===== src/rtl/mem_master.sv =====
// -----------------------------------------------------------------------------
// mem_master
// Burst initiator for a single-port synchronous memory (enb/rd_wr/addr/
// data_in/data_out). A burst command (read or write, start address, beats-1)
// is taken on a valid/ready handshake. The block then walks the address range
// one beat at a time. Write data streams in on a valid/ready port, and read
// data streams out on a valid-only port.
//
// Ports
//   clk, rst_n        clock (rising edge), asynchronous active-low reset
//   cmd_valid/ready   command handshake; cmd_rd_wr (1=read), cmd_addr, cmd_len
//   wr_valid/ready    write beat handshake, wr_data
//   rd_valid          read beat strobe (no backpressure), rd_data, rd_last
//   done              one-cycle pulse when a burst completes
//   mem_*             memory-side drive (enb, rd_wr, addr, data_in) and the
//                     registered memory output mem_data_out
// -----------------------------------------------------------------------------
module mem_master #(
    parameter int addrWidth = 9,
    parameter int dataWidth = 8,
    parameter int lenWidth  = 8
) (
    input  logic                 clk,
    input  logic                 rst_n,
    input  logic                 cmd_valid,
    output logic                 cmd_ready,
    input  logic                 cmd_rd_wr,
    input  logic [addrWidth-1:0] cmd_addr,
    input  logic [lenWidth-1:0]  cmd_len,
    input  logic                 wr_valid,
    output logic                 wr_ready,
    input  logic [dataWidth-1:0] wr_data,
    output logic                 rd_valid,
    output logic [dataWidth-1:0] rd_data,
    output logic                 rd_last,
    output logic                 done,
    output logic                 mem_enb,
    output logic                 mem_rd_wr,
    output logic [addrWidth-1:0] mem_addr,
    output logic [dataWidth-1:0] mem_data_in,
    input  logic [dataWidth-1:0] mem_data_out
);

    typedef enum logic [1:0] {
        IDLE  = 2'd0,
        WRITE = 2'd1,
        READ  = 2'd2,
        DRAIN = 2'd3
    } state_t;

    state_t                 state_q;
    logic                   cmd_ready_q;
    logic                   rd_valid_q;
    logic                   rd_last_q;
    logic                   done_q;
    logic [dataWidth-1:0]   rd_data_q;
    logic [addrWidth-1:0]   addr_q;
    logic [lenWidth-1:0]    beats_q;
    // Read pipeline: set for the cycle in which the memory presents the data
    // of a beat issued in the previous cycle; pipe_last_q marks the final beat.
    logic                   pipe_v_q;
    logic                   pipe_last_q;

    logic [addrWidth-1:0]   addr_d;
    logic [lenWidth-1:0]    beats_d;
    logic                   last_beat_s;

    logic                   mem_enb_s;
    logic                   mem_rd_wr_s;
    logic [dataWidth-1:0]   mem_data_in_s;
    logic                   wr_ready_s;

    // Counter steps; the address wraps naturally at 2**addrWidth.
    always_comb begin
        addr_d      = addr_q + {{(addrWidth-1){1'b0}}, 1'b1};
        beats_d     = beats_q - {{(lenWidth-1){1'b0}}, 1'b1};
        last_beat_s = (beats_q == {lenWidth{1'b0}});
    end

    // Memory-side drive; write data and enable pass straight through so a beat
    // lands in the memory in the same cycle it is accepted.
    always_comb begin
        mem_enb_s     = 1'b0;
        mem_rd_wr_s   = 1'b1;
        mem_data_in_s = {dataWidth{1'b0}};
        wr_ready_s    = 1'b0;
        case (state_q)
            WRITE: begin
                mem_enb_s     = wr_valid;
                mem_rd_wr_s   = 1'b0;
                mem_data_in_s = wr_data;
                wr_ready_s    = 1'b1;
            end
            READ: begin
                mem_enb_s   = 1'b1;
                mem_rd_wr_s = 1'b1;
            end
            default: begin
                mem_enb_s     = 1'b0;
                mem_rd_wr_s   = 1'b1;
                mem_data_in_s = {dataWidth{1'b0}};
                wr_ready_s    = 1'b0;
            end
        endcase
    end

    // Burst sequencer, counters, read pipeline and registered handshake outputs.
    always_ff @(posedge clk or negedge rst_n) begin
        if (!rst_n) begin
            state_q     <= IDLE;
            cmd_ready_q <= 1'b0;
            rd_valid_q  <= 1'b0;
            rd_last_q   <= 1'b0;
            done_q      <= 1'b0;
            rd_data_q   <= {dataWidth{1'b0}};
            addr_q      <= {addrWidth{1'b0}};
            beats_q     <= {lenWidth{1'b0}};
            pipe_v_q    <= 1'b0;
            pipe_last_q <= 1'b0;
        end else begin
            // Capture the memory output only in the cycle it is valid; the
            // last beat's strobe carries rd_last and done together.
            rd_valid_q  <= pipe_v_q;
            rd_last_q   <= pipe_v_q & pipe_last_q;
            done_q      <= pipe_v_q & pipe_last_q;
            if (pipe_v_q) begin
                rd_data_q <= mem_data_out;
            end
            pipe_v_q    <= 1'b0;
            pipe_last_q <= 1'b0;

            case (state_q)
                IDLE: begin
                    cmd_ready_q <= 1'b1;
                    if (cmd_valid && cmd_ready_q) begin
                        addr_q      <= cmd_addr;
                        beats_q     <= cmd_len;
                        cmd_ready_q <= 1'b0;
                        state_q     <= cmd_rd_wr ? READ : WRITE;
                    end
                end
                WRITE: begin
                    if (wr_valid) begin
                        addr_q  <= addr_d;
                        beats_q <= beats_d;
                        // Write completion is reported while already idle.
                        if (last_beat_s) begin
                            state_q     <= IDLE;
                            done_q      <= 1'b1;
                            cmd_ready_q <= 1'b1;
                        end
                    end
                end
                READ: begin
                    addr_q      <= addr_d;
                    beats_q     <= beats_d;
                    pipe_v_q    <= 1'b1;
                    pipe_last_q <= last_beat_s;
                    if (last_beat_s) begin
                        state_q <= DRAIN;
                    end
                end
                DRAIN: begin
                    if (rd_valid_q && rd_last_q) begin
                        state_q     <= IDLE;
                        cmd_ready_q <= 1'b1;
                    end
                end
                default: begin
                    state_q     <= IDLE;
                    cmd_ready_q <= 1'b0;
                end
            endcase
        end
    end

    assign cmd_ready   = cmd_ready_q;
    assign wr_ready    = wr_ready_s;
    assign rd_valid    = rd_valid_q;
    assign rd_data     = rd_data_q;
    assign rd_last     = rd_last_q;
    assign done        = done_q;
    assign mem_enb     = mem_enb_s;
    assign mem_rd_wr   = mem_rd_wr_s;
    assign mem_addr    = addr_q;
    assign mem_data_in = mem_data_in_s;

endmodule


===== config.mk =====
export PLATFORM = sky130hd
export DESIGN_NAME = mem_master
export DESIGN_NICKNAME = d
export VERILOG_FILES = /design/src/rtl/mem_master.sv
export SDC_FILE = /design/constraint.sdc
export NUM_CORES = 1
export LEC_CHECK = 0
export BUFFER_PORTS_ARGS = -buffer_cell sky130_fd_sc_hd__buf_2
export CORE_AREA = 5 5 65 67
export CTS_BUF_LIST = sky130_fd_sc_hd__clkbuf_2
export DETAILED_ROUTE_END_ITERATION = 10
export DIE_AREA = 0 0 70 72
export HOLD_SLACK_MARGIN = 0.06
export PLACE_DENSITY = 0.85
export RECOVER_POWER = 50
export SLEW_MARGIN = 20
export SYNTH_ARGS = -nofsm -noshare
export SYNTH_HDL_FRONTEND = slang
export SYNTH_SLANG_ARGS = --single-unit

===== constraint.sdc =====
create_clock -name clk -period 5.9 [get_ports clk]
set_input_delay 0.295 -clock clk [delete_from_list [all_inputs] [get_ports clk]]
set_output_delay 0.295 -clock clk [all_outputs]
set_load 0.05 [all_outputs]

; Yosys cells after proc, flatten, opt, wreduce, memory -nomap -nowiden
; Index checks and enable logic that the tools add are counted.
[totals]
register_bits = 33
latchBits = 0
ram_bits = 0
romBits = 0
input_bits = 38
elab_cells = 57
n_memories = 0
[classes]
addsub = 2
multipliers = 0
n_div = 0
n_lt_le_gt_ge = 0
n_eq_ne = 8
shift = 0
mux = 27
bitwise = 1
reduce_logical = 9
[ops]
columns = op, count
row1 = $pmux W9 S3, 1
row2 = $mux W8, 3
row3 = $pmux W8 S3, 1
row4 = $mux W9, 2
row5 = $mux W2, 6
row6 = $mux W1, 11
row7 = $ne A2 B2 Y1 const B, 5
row8 = $add A9 B1 Y9 const B, 1
row9 = $logic_not A8 Y1, 1
row10 = $pmux W2 S4, 1
row11 = $sub A8 B1 Y8 const B, 1
row12 = $reduce_bool A3 Y1, 2
row13 = $reduce_and A5 Y1, 1
row14 = $eq A2 B2 Y1 const B, 2
row15 = $reduce_and A4 Y1, 1
row16 = $pmux W1 S3, 1
row17 = $reduce_and A3 Y1, 1
row18 = $eq A2 B1 Y1 const B, 1
row19 = $logic_and A1 B1 Y1, 2
row20 = $logic_not A2 Y1, 1
row21 = $pmux W1 S2, 1
row22 = $and A1 B1 Y1, 1

; Depth between registers and ports, before layout
[logic_depth]
ltp_word = 4
ltp_mapped = 8
ltp_nobuf = 6

; Worst setup path before layout
; Ideal clock, no wire load.
[synth_timing]
path_type = register to output
start = register state_q[1]
end = output port mem_enb
arrival_ns = 2.024
setup_slack_ns = 3.581
stages_incl_launch_ff = 6
cell_sequence = dfrtp_1 inv_1 ha_1 clkbuf_1 a21oi_1 nor2_1
[synth_via]
elab_chain_len = 2
[synth_lines]
columns = element, line_no
row1 = from (decl), 51  ; state_t state_q;
row2 = from (signal assigned), 139  ; state_q <= cmd_rd_wr ? READ : WRITE;
row3 = $eq A2 B2 Y1 / $eq A2 B1 Y1 (equally long branches), 87  ; case (state_q)
row4 = $pmux W1 S2 *, 87
row5 = to (decl), 37  ; output logic mem_enb,
; Mark *: on every way between the ends. The rest lies on a longest branch, timed or not.

; Worst setup path after layout
[layout_timing]
start = register state_q[0]
end = output port mem_enb
; Same word-level chain as after synthesis.

==> key figures <==
Clock network
  – Root Buffer: clkbuf_2
  – Clk_lat worst skew: 0.37 ns
  – Clock transition at path regs: 0.17 ns
  – CTS tree: done
  – Longest Clk Path Bufs: 2
  – CTS H-Tree Depth: 2
  – Num Clock Sinks: 33
  – CTS buffer count: 5
  – # resized after CTS: 0
  – Post-CTS Setup Bufs: 0

Setup path
  – Worst Setup SP: state_q[0]
  – CP required: 5.61 ns
  – Crit start category: flip-flop
  – CP Class: flip-flop to output port
  – CP max-delay cell: ha_1
  – Setup crit end kind: output port
  – Reg-to-Reg Start: state_q[0]
  – Critical path cell sequence: inv_1 > ha_1 > clkinv_1 > nor2_1 > buf_2
  – WP buf/inv: 3
  – Delay of the slowest critical-path stage: 0.65 ns
  – Family with the most delay on the worst path: buffers and inverters
  – Crit Path Max Fanout: 20
  – Worst Path Arrival: 2.44 ns

STA
  – Worst Max-Slew Pin Slew: 1.73 ns
  – Worst relative slew slack: -0.154
  – Crit share post-route: 0.464
  – Final hold vios: 0
  – Count of final max-slew check failures: 34
  – Fin Hold WS: 0.110 ns
  – Final setup vio count: 0
  – Setup TNS: 0 ns
  – RSZ-0062 raised after global routing: false
  – Clk_skew: 0.0110 ns
  – Setup WS post-layout: 3.16 ns
  – Final min period: 2.74 ns
  – Max Fclk: 365 MHz

Pwr
  – Leakage: 1.11 nW
  – Overall Power: 348 uW
  – Power Density: 152 mW/mm2
  – Int Power: 262 uW
  – Sw Ratio: 0.246
  – Sequential Power Share: 0.653
  – Net Sw Power: 85.7 uW
  – Peak supply drop: 100 uV
  – Combinational share of power: 0.058
  – Clock share of power: 0.289

Final layout
  – Post-Route Utilization: 0.641
  – Antenna diode count: 0
  – Synthesis-to-finish area growth: 22.0%
  – Non-Filler Instances: 308
  – Final Instance Area: 0.00229 mm2
  – Layout cells sized above 1: 0.342
  – NumNets Final: 305
  – Number of fill cells: 320

Synth
  – Yosys cell types: 44
  – Complex-gate fraction of the synthesized area: 0.148
  – Synthesized Nets: 235
  – FF+latch count, synth: 33
  – EDFF count, synth: 0
  – Synth Area in Simple Gates: 0.250
  – Average cell area after synthesis: 9.95 um2
  – Synth cell count leaders: dfrtp_1 (33), nand2_1 (13), nor2_1 (13)
  – Multiplexer share of the synthesized area: 0.0745
  – Largest family of logic cells by synthesized area: simple AND/OR/NAND/NOR gates
  – Ys async rst share: 1.00
  – Synth warnings: 0
  – Cells after Synth: 189
  – Mapped Area: 0.00188 mm2
  – Most used DFF post-synth: dfrtp_1
  – Count leader, synth: dfrtp_1
  – Leading area contributor after synthesis: dfrtp_1
  – Post-synthesis adder-cell area fraction: 0.0532
  – Synth Area in XOR/XNOR: 0
  – Area contributors post-synth: dfrtp_1 (44%), ha_1 (5.3%), mux2_2 (4.8%)
  – Synth top area share: 0.439
  – Seq/Total Area, Yosys: 0.439

Detailed routing
  – Max Used Layer: met4
  – Routed wl met3: 248 um
  – Routed wire length: 4410 um
  – WL met2: 2220 um
  – Initial DRC count: 83
  – Via density: 5.46
  – Vias post-DR: 1682
  – Met1 WL: 1840 um
  – WL per Instance: 14.3 um
  – ANT nets after route: 0
  – Drt pass-1 iters: 4
  – DR DRC count: 0

Outcome
  – Outcome: complete, but fails checks
  – Violated checks: max-capacitance violations, max-slew violations

GRT
  – Antenna violations before repair: 0
  – Vias in the first global route: 1629
  – Grt total ovfl: 0
  – Pin count of the biggest net entering global routing: 34
  – Global Route Usage Sum: 0.182
  – Global-route wire length before repair: 7360 um

Floorplan
  – Die span in x: 70 um
  – Core Region: 0.00358 mm2
  – IO Pins: 70
  – Row cnt: 22
  – Die area: 0.00504 mm2
  – Initial Util: 0.526
  – DIE HEIGHT: 72 um

Run
  – Max Cap Viol: 1

Worst hold path
  – Worst hold path startpoint: cmd_addr[6]
  – Worst hold path class: input port to flip-flop

Placement
  – Routability congestion estimate: 0.779
  – Post-DP HPWL: 3360 um
  – Placed insts: 299
  – Buffers on Ports: 69
  – Pre-CTS WS: 3.43 ns
  – Area post-placement: 0.00225 mm2
-- layout by cell type, fill, tap and decap left out, types with 3 or more instances in the layout --
cell type,n
a22oi_1,3
nand2_1,13
and2_1,11
dfrtp_1,33
buf_2,63
nor2_1,13
mux2_2,8
ha_1,8
nor3b_1,3
nand3_1,4
clkbuf_2,5
nand4_1,3
clkinv_1,3
o22ai_1,7
and4_1,5
a21oi_1,10
inv_1,6
clkbuf_1,6
nor3_1,6
o21ai_0,10
mux2i_1,5
nand2b_1,4
-- layout make-up --
| cell class | instances | area, um2 | area share |
|---|---|---|---|
| repair buffers | 71 | 355 | 0.155 |
| clock buffers | 5 | 25.0 | 0.0109 |
| flip-flops and latches | 33 | 826 | 0.360 |
| inverters | 7 | 26.3 | 0.0115 |
| multi-input cells | 141 | 990 | 0.431 |
| clock inverters | 3 | 12.5 | 0.00545 |
| well taps | 48 | 60.1 | 0.0262 |
-- worst paths after layout --
path,to,slack (ns),cells after the start
setup / recovery,mem_enb,3.16,5
hold / removal,mem_addr[6],0.11,3
setup reg to reg,beats_q[5],3.33,7
hold reg to reg,rd_data[0],0.52,1
max in group asynchronous,beats_q[2],3.99,2
min in group asynchronous,beats_q[1],0.92,2
-- metal layers --
metal | global-route usage | up-vias
li1 | - | 827
met1 | 0.216 | 794
met2 | 0.316 | 52
met3 | 0.0416 | 9
met4 | 0.0809 | 0
met5 | 0 | -
-- cells by family after synthesis --
logic type | Yosys count
mux | 13
compound gates | 42
simple gates | 78
buf+inv | 15
flops | 33
fa+ha+maj | 8
-- power by group through the flow --
stage / Sequential [mW] / Combinational (mW) / Clock, mW
after detailed placement: 0.231 / 0.0199 / 0
after floorplan: 0.233 / 0.00118 / 0
after global routing: 0.227 / 0.0227 / 0.111
after global placement: 0.231 / 0.0197 / 0
after CTS: 0.227 / 0.0205 / 0.103
final: 0.227 / 0.0200 / 0.101
-- state kept, by name, indices dropped and copies added (netlist names) --
register	count
beats_q	8
cmd_ready	1
done	1
mem_addr	9
pipe_last_q	1
pipe_v_q	1
rd_data	8
rd_last	1
rd_valid	1
state_q	2
-- worst min-delay path: stages --
cell and delay [ns]:
buf_2 0.08, nand2_1 0.04, nand3_1 0.05
-- what timing repair did --
item,CTS,global route
endpoints found under the setup margin,0,0
hold buffers,1,0
hold endpoints to repair,33,0
No activity file was read; power rests on OpenSTA's default activity.
